===== src/rtl/wb_pkg.sv =====
// Shared types for the Wishbone command master: command word, response status
// and master FSM state encoding.
package wb_pkg;

  typedef struct packed {
    logic        we;
    logic [31:0] adr;
    logic [31:0] dat;
    logic [3:0]  sel;
  } wb_cmd_t;

  typedef enum logic [1:0] {
    WB_OK              = 2'd0,
    WB_ERR             = 2'd1,
    WB_TIMEOUT         = 2'd2,
    WB_RETRY_EXHAUSTED = 2'd3
  } wb_status_e;

  typedef enum logic [1:0] {
    ST_IDLE    = 2'd0,
    ST_REQ     = 2'd1,
    ST_BACKOFF = 2'd2,
    ST_RESP    = 2'd3
  } mst_state_e;

endpackage


===== src/rtl/wb_cmd_master_if.sv =====
// Wishbone B3 classic bus between the command master and the SoC slave
// register port.
interface wb_cmd_master_if;
  logic [31:0] p_wb_ADR_O;
  logic [31:0] p_wb_DAT_O;
  logic [31:0] p_wb_DAT_I;
  logic [3:0]  p_wb_SEL_O;
  logic        p_wb_WE_O;
  logic        p_wb_CYC_O;
  logic        p_wb_STB_O;
  logic        p_wb_LOCK_O;
  logic        p_wb_ACK_I;
  logic        p_wb_ERR_I;
  logic        p_wb_RTY_I;

  modport master (
    output p_wb_ADR_O, p_wb_DAT_O, p_wb_SEL_O, p_wb_WE_O,
           p_wb_CYC_O, p_wb_STB_O, p_wb_LOCK_O,
    input  p_wb_DAT_I, p_wb_ACK_I, p_wb_ERR_I, p_wb_RTY_I
  );

  modport slave (
    input  p_wb_ADR_O, p_wb_DAT_O, p_wb_SEL_O, p_wb_WE_O,
           p_wb_CYC_O, p_wb_STB_O, p_wb_LOCK_O,
    output p_wb_DAT_I, p_wb_ACK_I, p_wb_ERR_I, p_wb_RTY_I
  );
endinterface


===== src/rtl/wb_cmd_fifo.sv =====
// Synchronous command FIFO; pointers carry one extra wrap bit so that full
// and empty are told apart without a separate counter.
module wb_cmd_fifo
  import wb_pkg::*;
#(
  parameter int unsigned DEPTH = 4
) (
  input  logic    clk,
  input  logic    rst_n,
  input  logic    push,
  input  wb_cmd_t din,
  input  logic    pop,
  output wb_cmd_t dout,
  output logic    full,
  output logic    empty
);

  localparam int unsigned AW = $clog2(DEPTH);

  logic [AW:0] wr_ptr_r;
  logic [AW:0] rd_ptr_r;
  wb_cmd_t     mem_r [DEPTH];
  logic        push_s;
  logic        pop_s;

  assign full   = (wr_ptr_r[AW] != rd_ptr_r[AW]) && (wr_ptr_r[AW-1:0] == rd_ptr_r[AW-1:0]);
  assign empty  = (wr_ptr_r == rd_ptr_r);
  assign push_s = push && !full;
  assign pop_s  = pop && !empty;
  assign dout   = mem_r[rd_ptr_r[AW-1:0]];

  // Pointer update
  always_ff @(posedge clk or negedge rst_n) begin
    if (!rst_n) begin
      wr_ptr_r <= '0;
      rd_ptr_r <= '0;
    end else begin
      if (push_s) wr_ptr_r <= wr_ptr_r + {{AW{1'b0}}, 1'b1};
      if (pop_s)  rd_ptr_r <= rd_ptr_r + {{AW{1'b0}}, 1'b1};
    end
  end

  // Storage write
  always_ff @(posedge clk) begin
    if (push_s) mem_r[wr_ptr_r[AW-1:0]] <= din;
  end

endmodule


===== src/rtl/wb_cmd_master.sv =====
// Wishbone B3 classic single-cycle master: queues local commands, runs one bus
// cycle per command with retry/timeout handling, returns one response each.
module wb_cmd_master
  import wb_pkg::*;
#(
  parameter int unsigned FIFO_DEPTH = 4,
  parameter int unsigned MAX_RETRY  = 3,
  parameter int unsigned TIMEOUT    = 16
) (
  input  logic        p_clk,
  input  logic        p_resetn,
  input  logic        cmd_valid,
  output logic        cmd_ready,
  input  logic        cmd_we,
  input  logic [31:0] cmd_adr,
  input  logic [31:0] cmd_dat,
  input  logic [3:0]  cmd_sel,
  output logic        rsp_valid,
  input  logic        rsp_ready,
  output logic [31:0] rsp_dat,
  output logic [1:0]  rsp_status,
  output logic        busy,
  wb_cmd_master_if.master wb
);

  localparam int unsigned RW = $clog2(MAX_RETRY + 1);
  localparam int unsigned TW = $clog2(TIMEOUT + 1);
  localparam logic [RW-1:0] RETRY_LAST = RW'(MAX_RETRY);
  localparam logic [TW-1:0] TMO_LAST   = TW'(TIMEOUT);

  mst_state_e  state_r;
  wb_status_e  status_r;
  logic        cyc_r, stb_r, we_r, rsp_valid_r;
  logic [31:0] adr_r, dat_r, rsp_dat_r;
  logic [3:0]  sel_r;
  logic [RW-1:0] attempt_r;
  logic [TW-1:0] tmo_r;
  wb_cmd_t     push_cmd_s, head_s;
  logic        full_s, empty_s, pop_s;

  assign push_cmd_s = '{we: cmd_we, adr: cmd_adr, dat: cmd_dat, sel: cmd_sel};
  assign pop_s      = (state_r == ST_IDLE) && !empty_s;

  wb_cmd_fifo #(.DEPTH(FIFO_DEPTH)) u_fifo (
    .clk   (p_clk),
    .rst_n (p_resetn),
    .push  (cmd_valid),
    .din   (push_cmd_s),
    .pop   (pop_s),
    .dout  (head_s),
    .full  (full_s),
    .empty (empty_s)
  );

  assign cmd_ready      = !full_s;
  assign busy           = !empty_s || (state_r != ST_IDLE);
  assign rsp_valid      = rsp_valid_r;
  assign rsp_dat        = rsp_dat_r;
  assign rsp_status     = status_r;
  assign wb.p_wb_ADR_O  = adr_r;
  assign wb.p_wb_DAT_O  = dat_r;
  assign wb.p_wb_SEL_O  = sel_r;
  assign wb.p_wb_WE_O   = we_r;
  assign wb.p_wb_CYC_O  = cyc_r;
  assign wb.p_wb_STB_O  = stb_r;
  assign wb.p_wb_LOCK_O = 1'b0;

  // Master FSM; terminators are only looked at in REQ, ERR beats ACK beats RTY
  always_ff @(posedge p_clk or negedge p_resetn) begin
    if (!p_resetn) begin
      state_r     <= ST_IDLE;
      status_r    <= WB_OK;
      cyc_r       <= 1'b0;
      stb_r       <= 1'b0;
      we_r        <= 1'b0;
      rsp_valid_r <= 1'b0;
      adr_r       <= 32'h0;
      dat_r       <= 32'h0;
      rsp_dat_r   <= 32'h0;
      sel_r       <= 4'h0;
      attempt_r   <= '0;
      tmo_r       <= '0;
    end else begin
      case (state_r)
        ST_IDLE: begin
          if (!empty_s) begin
            adr_r     <= head_s.adr;
            dat_r     <= head_s.dat;
            sel_r     <= head_s.sel;
            we_r      <= head_s.we;
            cyc_r     <= 1'b1;
            stb_r     <= 1'b1;
            attempt_r <= '0;
            tmo_r     <= '0;
            state_r   <= ST_REQ;
          end
        end
        ST_REQ: begin
          if (wb.p_wb_ERR_I || wb.p_wb_ACK_I) begin
            cyc_r       <= 1'b0;
            stb_r       <= 1'b0;
            rsp_valid_r <= 1'b1;
            state_r     <= ST_RESP;
            status_r    <= wb.p_wb_ERR_I ? WB_ERR : WB_OK;
            rsp_dat_r   <= (wb.p_wb_ERR_I || we_r) ? 32'h0 : wb.p_wb_DAT_I;
          end else if (wb.p_wb_RTY_I) begin
            cyc_r <= 1'b0;
            stb_r <= 1'b0;
            if (attempt_r + RW'(1) == RETRY_LAST) begin
              rsp_valid_r <= 1'b1;
              rsp_dat_r   <= 32'h0;
              status_r    <= WB_RETRY_EXHAUSTED;
              state_r     <= ST_RESP;
            end else begin
              attempt_r <= attempt_r + RW'(1);
              state_r   <= ST_BACKOFF;
            end
          end else if (tmo_r + TW'(1) == TMO_LAST) begin
            cyc_r       <= 1'b0;
            stb_r       <= 1'b0;
            rsp_valid_r <= 1'b1;
            rsp_dat_r   <= 32'h0;
            status_r    <= WB_TIMEOUT;
            state_r     <= ST_RESP;
          end else begin
            tmo_r <= tmo_r + TW'(1);
          end
        end
        ST_BACKOFF: begin
          tmo_r   <= '0;
          cyc_r   <= 1'b1;
          stb_r   <= 1'b1;
          state_r <= ST_REQ;
        end
        ST_RESP: begin
          if (rsp_ready) begin
            rsp_valid_r <= 1'b0;
            state_r     <= ST_IDLE;
          end
        end
        default: begin
          cyc_r       <= 1'b0;
          stb_r       <= 1'b0;
          rsp_valid_r <= 1'b0;
          state_r     <= ST_IDLE;
        end
      endcase
    end
  end

endmodule


===== src/flat_wrapper.sv =====
// flat-port wrapper written by rule: the top's interface ports become plain ports
module wb_cmd_master_flat import wb_pkg::*;
#(
  parameter int unsigned FIFO_DEPTH = 4,
  parameter int unsigned MAX_RETRY  = 3,
  parameter int unsigned TIMEOUT    = 16
)
  (p_clk, p_resetn, cmd_valid, cmd_ready, cmd_we, cmd_adr, cmd_dat, cmd_sel, rsp_valid, rsp_ready, rsp_dat, rsp_status, busy, wb_p_wb_ADR_O, wb_p_wb_DAT_O, wb_p_wb_SEL_O, wb_p_wb_WE_O, wb_p_wb_CYC_O, wb_p_wb_STB_O, wb_p_wb_LOCK_O, wb_p_wb_DAT_I, wb_p_wb_ACK_I, wb_p_wb_ERR_I, wb_p_wb_RTY_I);
  wb_cmd_master_if wb_i ();
  input  logic p_clk;
  input  logic p_resetn;
  input  logic cmd_valid;
  output logic cmd_ready;
  input  logic cmd_we;
  input  logic [31:0] cmd_adr;
  input  logic [31:0] cmd_dat;
  input  logic [3:0] cmd_sel;
  output logic rsp_valid;
  input  logic rsp_ready;
  output logic [31:0] rsp_dat;
  output logic [1:0] rsp_status;
  output logic busy;
  output wire logic [$bits(wb_i.p_wb_ADR_O)-1:0] wb_p_wb_ADR_O;
  output wire logic [$bits(wb_i.p_wb_DAT_O)-1:0] wb_p_wb_DAT_O;
  output wire logic [$bits(wb_i.p_wb_SEL_O)-1:0] wb_p_wb_SEL_O;
  output wire logic [$bits(wb_i.p_wb_WE_O)-1:0] wb_p_wb_WE_O;
  output wire logic [$bits(wb_i.p_wb_CYC_O)-1:0] wb_p_wb_CYC_O;
  output wire logic [$bits(wb_i.p_wb_STB_O)-1:0] wb_p_wb_STB_O;
  output wire logic [$bits(wb_i.p_wb_LOCK_O)-1:0] wb_p_wb_LOCK_O;
  input wire logic [$bits(wb_i.p_wb_DAT_I)-1:0] wb_p_wb_DAT_I;
  input wire logic [$bits(wb_i.p_wb_ACK_I)-1:0] wb_p_wb_ACK_I;
  input wire logic [$bits(wb_i.p_wb_ERR_I)-1:0] wb_p_wb_ERR_I;
  input wire logic [$bits(wb_i.p_wb_RTY_I)-1:0] wb_p_wb_RTY_I;
  assign wb_p_wb_ADR_O = wb_i.p_wb_ADR_O;
  assign wb_p_wb_DAT_O = wb_i.p_wb_DAT_O;
  assign wb_p_wb_SEL_O = wb_i.p_wb_SEL_O;
  assign wb_p_wb_WE_O = wb_i.p_wb_WE_O;
  assign wb_p_wb_CYC_O = wb_i.p_wb_CYC_O;
  assign wb_p_wb_STB_O = wb_i.p_wb_STB_O;
  assign wb_p_wb_LOCK_O = wb_i.p_wb_LOCK_O;
  assign wb_i.p_wb_DAT_I = wb_p_wb_DAT_I;
  assign wb_i.p_wb_ACK_I = wb_p_wb_ACK_I;
  assign wb_i.p_wb_ERR_I = wb_p_wb_ERR_I;
  assign wb_i.p_wb_RTY_I = wb_p_wb_RTY_I;
  wb_cmd_master #(.FIFO_DEPTH(FIFO_DEPTH), .MAX_RETRY(MAX_RETRY), .TIMEOUT(TIMEOUT)) u_core (.p_clk(p_clk), .p_resetn(p_resetn), .cmd_valid(cmd_valid), .cmd_ready(cmd_ready), .cmd_we(cmd_we), .cmd_adr(cmd_adr), .cmd_dat(cmd_dat), .cmd_sel(cmd_sel), .rsp_valid(rsp_valid), .rsp_ready(rsp_ready), .rsp_dat(rsp_dat), .rsp_status(rsp_status), .busy(busy), .wb(wb_i));
endmodule

===== config.mk =====
export PLATFORM = sky130hd
export DESIGN_NAME = wb_cmd_master_flat
export DESIGN_NICKNAME = d
export VERILOG_FILES = /design/src/rtl/wb_pkg.sv /design/src/rtl/wb_cmd_master_if.sv /design/src/rtl/wb_cmd_fifo.sv /design/src/rtl/wb_cmd_master.sv /design/src/flat_wrapper.sv
export SDC_FILE = /design/constraint.sdc
export NUM_CORES = 1
export LEC_CHECK = 0
export ABC_AREA = 1
export ABC_CLOCK_PERIOD_IN_PS = 8600
export BUFFER_PORTS_ARGS = -buffer_cell sky130_fd_sc_hd__clkbuf_2
export CORE_ASPECT_RATIO = 1.4
export CORE_MARGIN = 2
export CORE_UTILIZATION = 45
export CTS_BUF_LIST = sky130_fd_sc_hd__clkbuf_8
export DETAILED_ROUTE_END_ITERATION = 12
export MAX_ROUTING_LAYER = met4
export PLACE_DENSITY_LB_ADDON = 0.3
export SLEW_MARGIN = 0
export SYNTH_ARGS = -nofsm -noshare
export SYNTH_HDL_FRONTEND = slang
export SYNTH_SLANG_ARGS = --single-unit

===== constraint.sdc =====
create_clock -name p_clk -period 8.6 [get_ports p_clk]
set_input_delay 0.43 -clock p_clk [delete_from_list [all_inputs] [get_ports p_clk]]
set_output_delay 0.43 -clock p_clk [all_outputs]
set_load 0.005 [all_outputs]

==> run metrics <==
cell depth of the worst flop-to-flop path 5; most common library cell in the layout ignoring fill and taps sky130_fd_sc_hd__nand2_1; maximum root-to-sink buffer count 3; Filler Cells Inserted 3001; xor-xnor portion of the synthesized cell area 0.3314%; standard-cell row count 80; met3 global-route usage 3.681%; CP cell instances xnor2_2 > nand4_1 > nand2_2 > nor2_4 > buf_4; unrepaired setup endpoints after global routing no; remaining antenna violation count 0; cell family with most CP delay flip-flops; number of cells upsized or downsized after cts 0; clock period minus worst slack ~3.1 ns; global-route wire length before repair 54900 um; vertical die dimension 223.4 um; peak clock frequency supported by timing 319.1 MHz; number of antenna violations at the first check in global routing 4; area used by sequential logic in the layout 11300 um2; instance count of the mapped netlist ~1300; data required time of the critical path 8.82 ns; worst vdd rail ir drop 0.0001549 V; layout cells sized above 1 20.28%; area of the core region 34030 um2; worst path bufs/invs 1; slowest stage cell on the critical path sky130_fd_sc_hd__dfrtp_4; Compound-Gate Fraction of Synth Area 7.615%; Syn Area/Cell 11.80 um2; startpoint of the most critical register-to-register path u_core.u_fifo.rd_ptr_r[0]; grt met2 use 34.25%; Worst-path clk slew 0.06 ns; via total after detailed routing 10510; area enclosed by the die boundary 35910 um2; synth top area cells sky130_fd_sc_hd__edfxtp_1, sky130_fd_sc_hd__dfrtp_1, sky130_fd_sc_hd__nand2_1, sky130_fd_sc_hd__o21ai_0, sky130_fd_sc_hd__nor2_1; Slew @ Worst Pin 1.069 ns; Worst Setup End Kind flop; pin count of the biggest net entering global routing 94; Layout Skew 0.01497 ns; number of port buffers 215; LEAKAGE 7.735 nW; starting density of the core a little under half; kind of critical path flop to flop; clock tree root driver cell sky130_fd_sc_hd__clkbuf_8; number of sinks on the clock net 396; later-pin clock latency in the skew report just over 0.6 ns; period utilization 36.44%; Synth cell types 31; CTS HTree Levels 2; buffer count from post-CTS setup fixing 0; Max-Slew Margin vs Limit 28.58%; busiest metal layer after global routing met2; hold crit path type input port to flop; Adder-Cell Fraction of Synth Area 0.5659%; routed length per placed instance 17.20 um; HPWL reported at the end of detailed placement 20050 um; Max stage delay on crit path around 0.97 ns; Inserted Clock Buffers between 50 and 60; final WL 35230 um; leading area contributor after synthesis sky130_fd_sc_hd__edfxtp_1; critical path launch point u_core.u_fifo.rd_ptr_r[0]; Pwr per Cell Area 336.3 nW/um2; CTS tree yes; final count of negative-setup-slack endpoints 0; Post-layout nets 1659; placer congestion estimate 0.8223; startpoint of the worst hold path cmd_adr[15]; Overall Global Routing Usage 20.10%; mux contribution to synthesized area 0%; met1 track demand over resource in global routing 23.74%; drt first-iter violations 863; combinational family with the most area after synthesis simple AND/OR/NAND/NOR gates; run status complete, no violations; highest fanout seen on the critical path 75; Netlist Area Pre-Place 15480 um2; max-cap violation count 0; Area growth syn-to-layout 17.02%; logic depth of the worst path, buffers included 5; Critical Path Start Type flop; Die Span X 160.7 um; detailed-route vias per instance 5.131; portion of the post-synthesis area used by sequential elements 72.95%; via count of the first global-routing pass about 10000; Post-Synth Simple-Gate Area ~14%; count of yosys warnings during synthesis 0; global-route congestion overflow total 0; total I/O pin count 217; Final Hold Viols 0; first drt pass iteration count 5; arrival time at the worst endpoint 3.35 ns; number of max-slew violations in the final report 0; utilization after layout 53.22%; synthesized flop and latch total approximately 400; Setup Total Neg Slack 0 ns; Worst Hold Depth 1; DRC errors left 0; most frequent cells in the layout sky130_fd_sc_hd__nand2_1, sky130_fd_sc_hd__edfxtp_1, sky130_fd_sc_hd__clkbuf_2, sky130_fd_sc_hd__nor2_1, sky130_fd_sc_hd__o21ai_0; Post-Synthesis Net Count approximately 1400; fraction of post-synthesis cell area in the top cell type by area 53.55%; combined area of the multi-input logic cells roughly 3600 um2
worst paths after layout:
kind	slack (ns)	to
max in group asynchronous	6.90	u_core.u_fifo.rd_ptr_r[1]
setup reg to reg	5.47	u_core.u_fifo.mem_r[1][1]
hold / removal	0.04	u_core.u_fifo.mem_r[0][51]
setup / recovery	5.47	u_core.u_fifo.mem_r[1][1]
min in group asynchronous	0.41	u_core.rsp_dat[3]
hold reg to reg	0.47	u_core.rsp_dat[1]
layer usage:
layer  vias up  wire length, um  share of wire, %
li1       4998                -                 -
met1      5109            14510                41
met2       336            17970                51
met3        65             1848               5.2
met4         0              905               2.6
met5         -                0                 0
worst reg2reg max path: cells and delay by family, from the launching register on:
kind / cells / cell delay, ns
buffers and inverters: 1 / 0.80
DFF: 1 / 0.97
xor gates and xnor gates: 1 / 0.22
and+or+nand+nor: 3 / 0.70
repair_timing:
| action | CTS | global route |
|---|---|---|
| setup endpoints to repair | 0 | 0 |
| hold endpoints to repair | 133 | 0 |
| hold buffers | 21 | 0 |
cells by family after synthesis:
group           after synthesis
simple gates                552
fa+ha+maj                     7
other cells                   1
compound gates              217
flops                       396
xor+xnor                      5
buf+inv                     134
power breakdown:
| group | switching (mW) | total [mW] | internal, mW | leakage (nW) |
|---|---|---|---|---|
| Clock | 0.690 | 1.36 | 0.671 | 0.620 |
| Combinational | 1.24 | 1.84 | 0.597 | 3.06 |
| Sequential | 0.276 | 2.89 | 2.61 | 4.05 |
| Total | 2.21 | 6.09 | 3.88 | 7.74 |
synthesized netlist by cell type:
cell type / count
sky130_fd_sc_hd__a21oi_1: 2
sky130_fd_sc_hd__buf_2: 25
sky130_fd_sc_hd__buf_4: 7
sky130_fd_sc_hd__buf_6: 10
sky130_fd_sc_hd__clkbuf_1: 35
sky130_fd_sc_hd__conb_1: 1
sky130_fd_sc_hd__dfrtp_1: 120
sky130_fd_sc_hd__edfxtp_1: 276
sky130_fd_sc_hd__ha_1: 7
sky130_fd_sc_hd__inv_1: 55
sky130_fd_sc_hd__inv_2: 1
sky130_fd_sc_hd__inv_4: 1
sky130_fd_sc_hd__nand2_1: 312
sky130_fd_sc_hd__nand2_2: 3
sky130_fd_sc_hd__nand2_4: 1
sky130_fd_sc_hd__nand3_1: 8
sky130_fd_sc_hd__nand3_2: 2
sky130_fd_sc_hd__nand3_4: 1
sky130_fd_sc_hd__nand4_1: 39
sky130_fd_sc_hd__nor2_1: 183
sky130_fd_sc_hd__nor2_2: 1
sky130_fd_sc_hd__nor3_1: 1
sky130_fd_sc_hd__o211ai_1: 1
sky130_fd_sc_hd__o21ai_0: 142
sky130_fd_sc_hd__o21ai_1: 1
sky130_fd_sc_hd__o21bai_1: 1
sky130_fd_sc_hd__o22ai_1: 70
sky130_fd_sc_hd__or2_2: 1
sky130_fd_sc_hd__xnor2_1: 1
sky130_fd_sc_hd__xnor2_2: 1
sky130_fd_sc_hd__xor2_1: 3
sequential cells by signal, indices dropped and copies added, names as in the netlist:
name / flops
u_core.wb.p_wb_WE_O: 1
u_core.wb.p_wb_DAT_O: 32
u_core.rsp_status: 2
u_core.attempt_r: 2
u_core.wb.p_wb_SEL_O: 4
u_core.rsp_dat: 32
u_core.tmo_r: 5
u_core.wb.p_wb_ADR_O: 32
u_core.wb.p_wb_CYC_O: 1
u_core.u_fifo.mem_r: 276
u_core.rsp_valid: 1
u_core.state_r: 2
u_core.u_fifo.rd_ptr_r: 3
u_core.u_fifo.wr_ptr_r: 3
final cells by class:
cell class              count  share of cell area, %
repair buffers            249                  7.675
multi-input cells         782                  19.76
inverters                  57                  1.209
clock buffers              59                  4.484
flip-flops and latches    396                  62.37
well taps                 451                  3.116
clock inverters            50                  1.333
diodes                      4                0.05527
metrics by stage:
stage               setup slack (ns)  power (mW)  instances  hold slack (ns)  area, um2
floorplan                      4.185       4.119       1312           0.1344      15480
global placement               5.553       4.736       1914           0.4528      16840
detailed placement             5.459       4.787       1914           0.4579      16840
CTS                            5.440       6.171       2044        0.0009559      18100
global route                   5.266       6.517       2048          0.01582      18110
finish                         5.467       6.090       2048          0.04304      18110
Note: power is estimated with default switching activity, not from simulation.
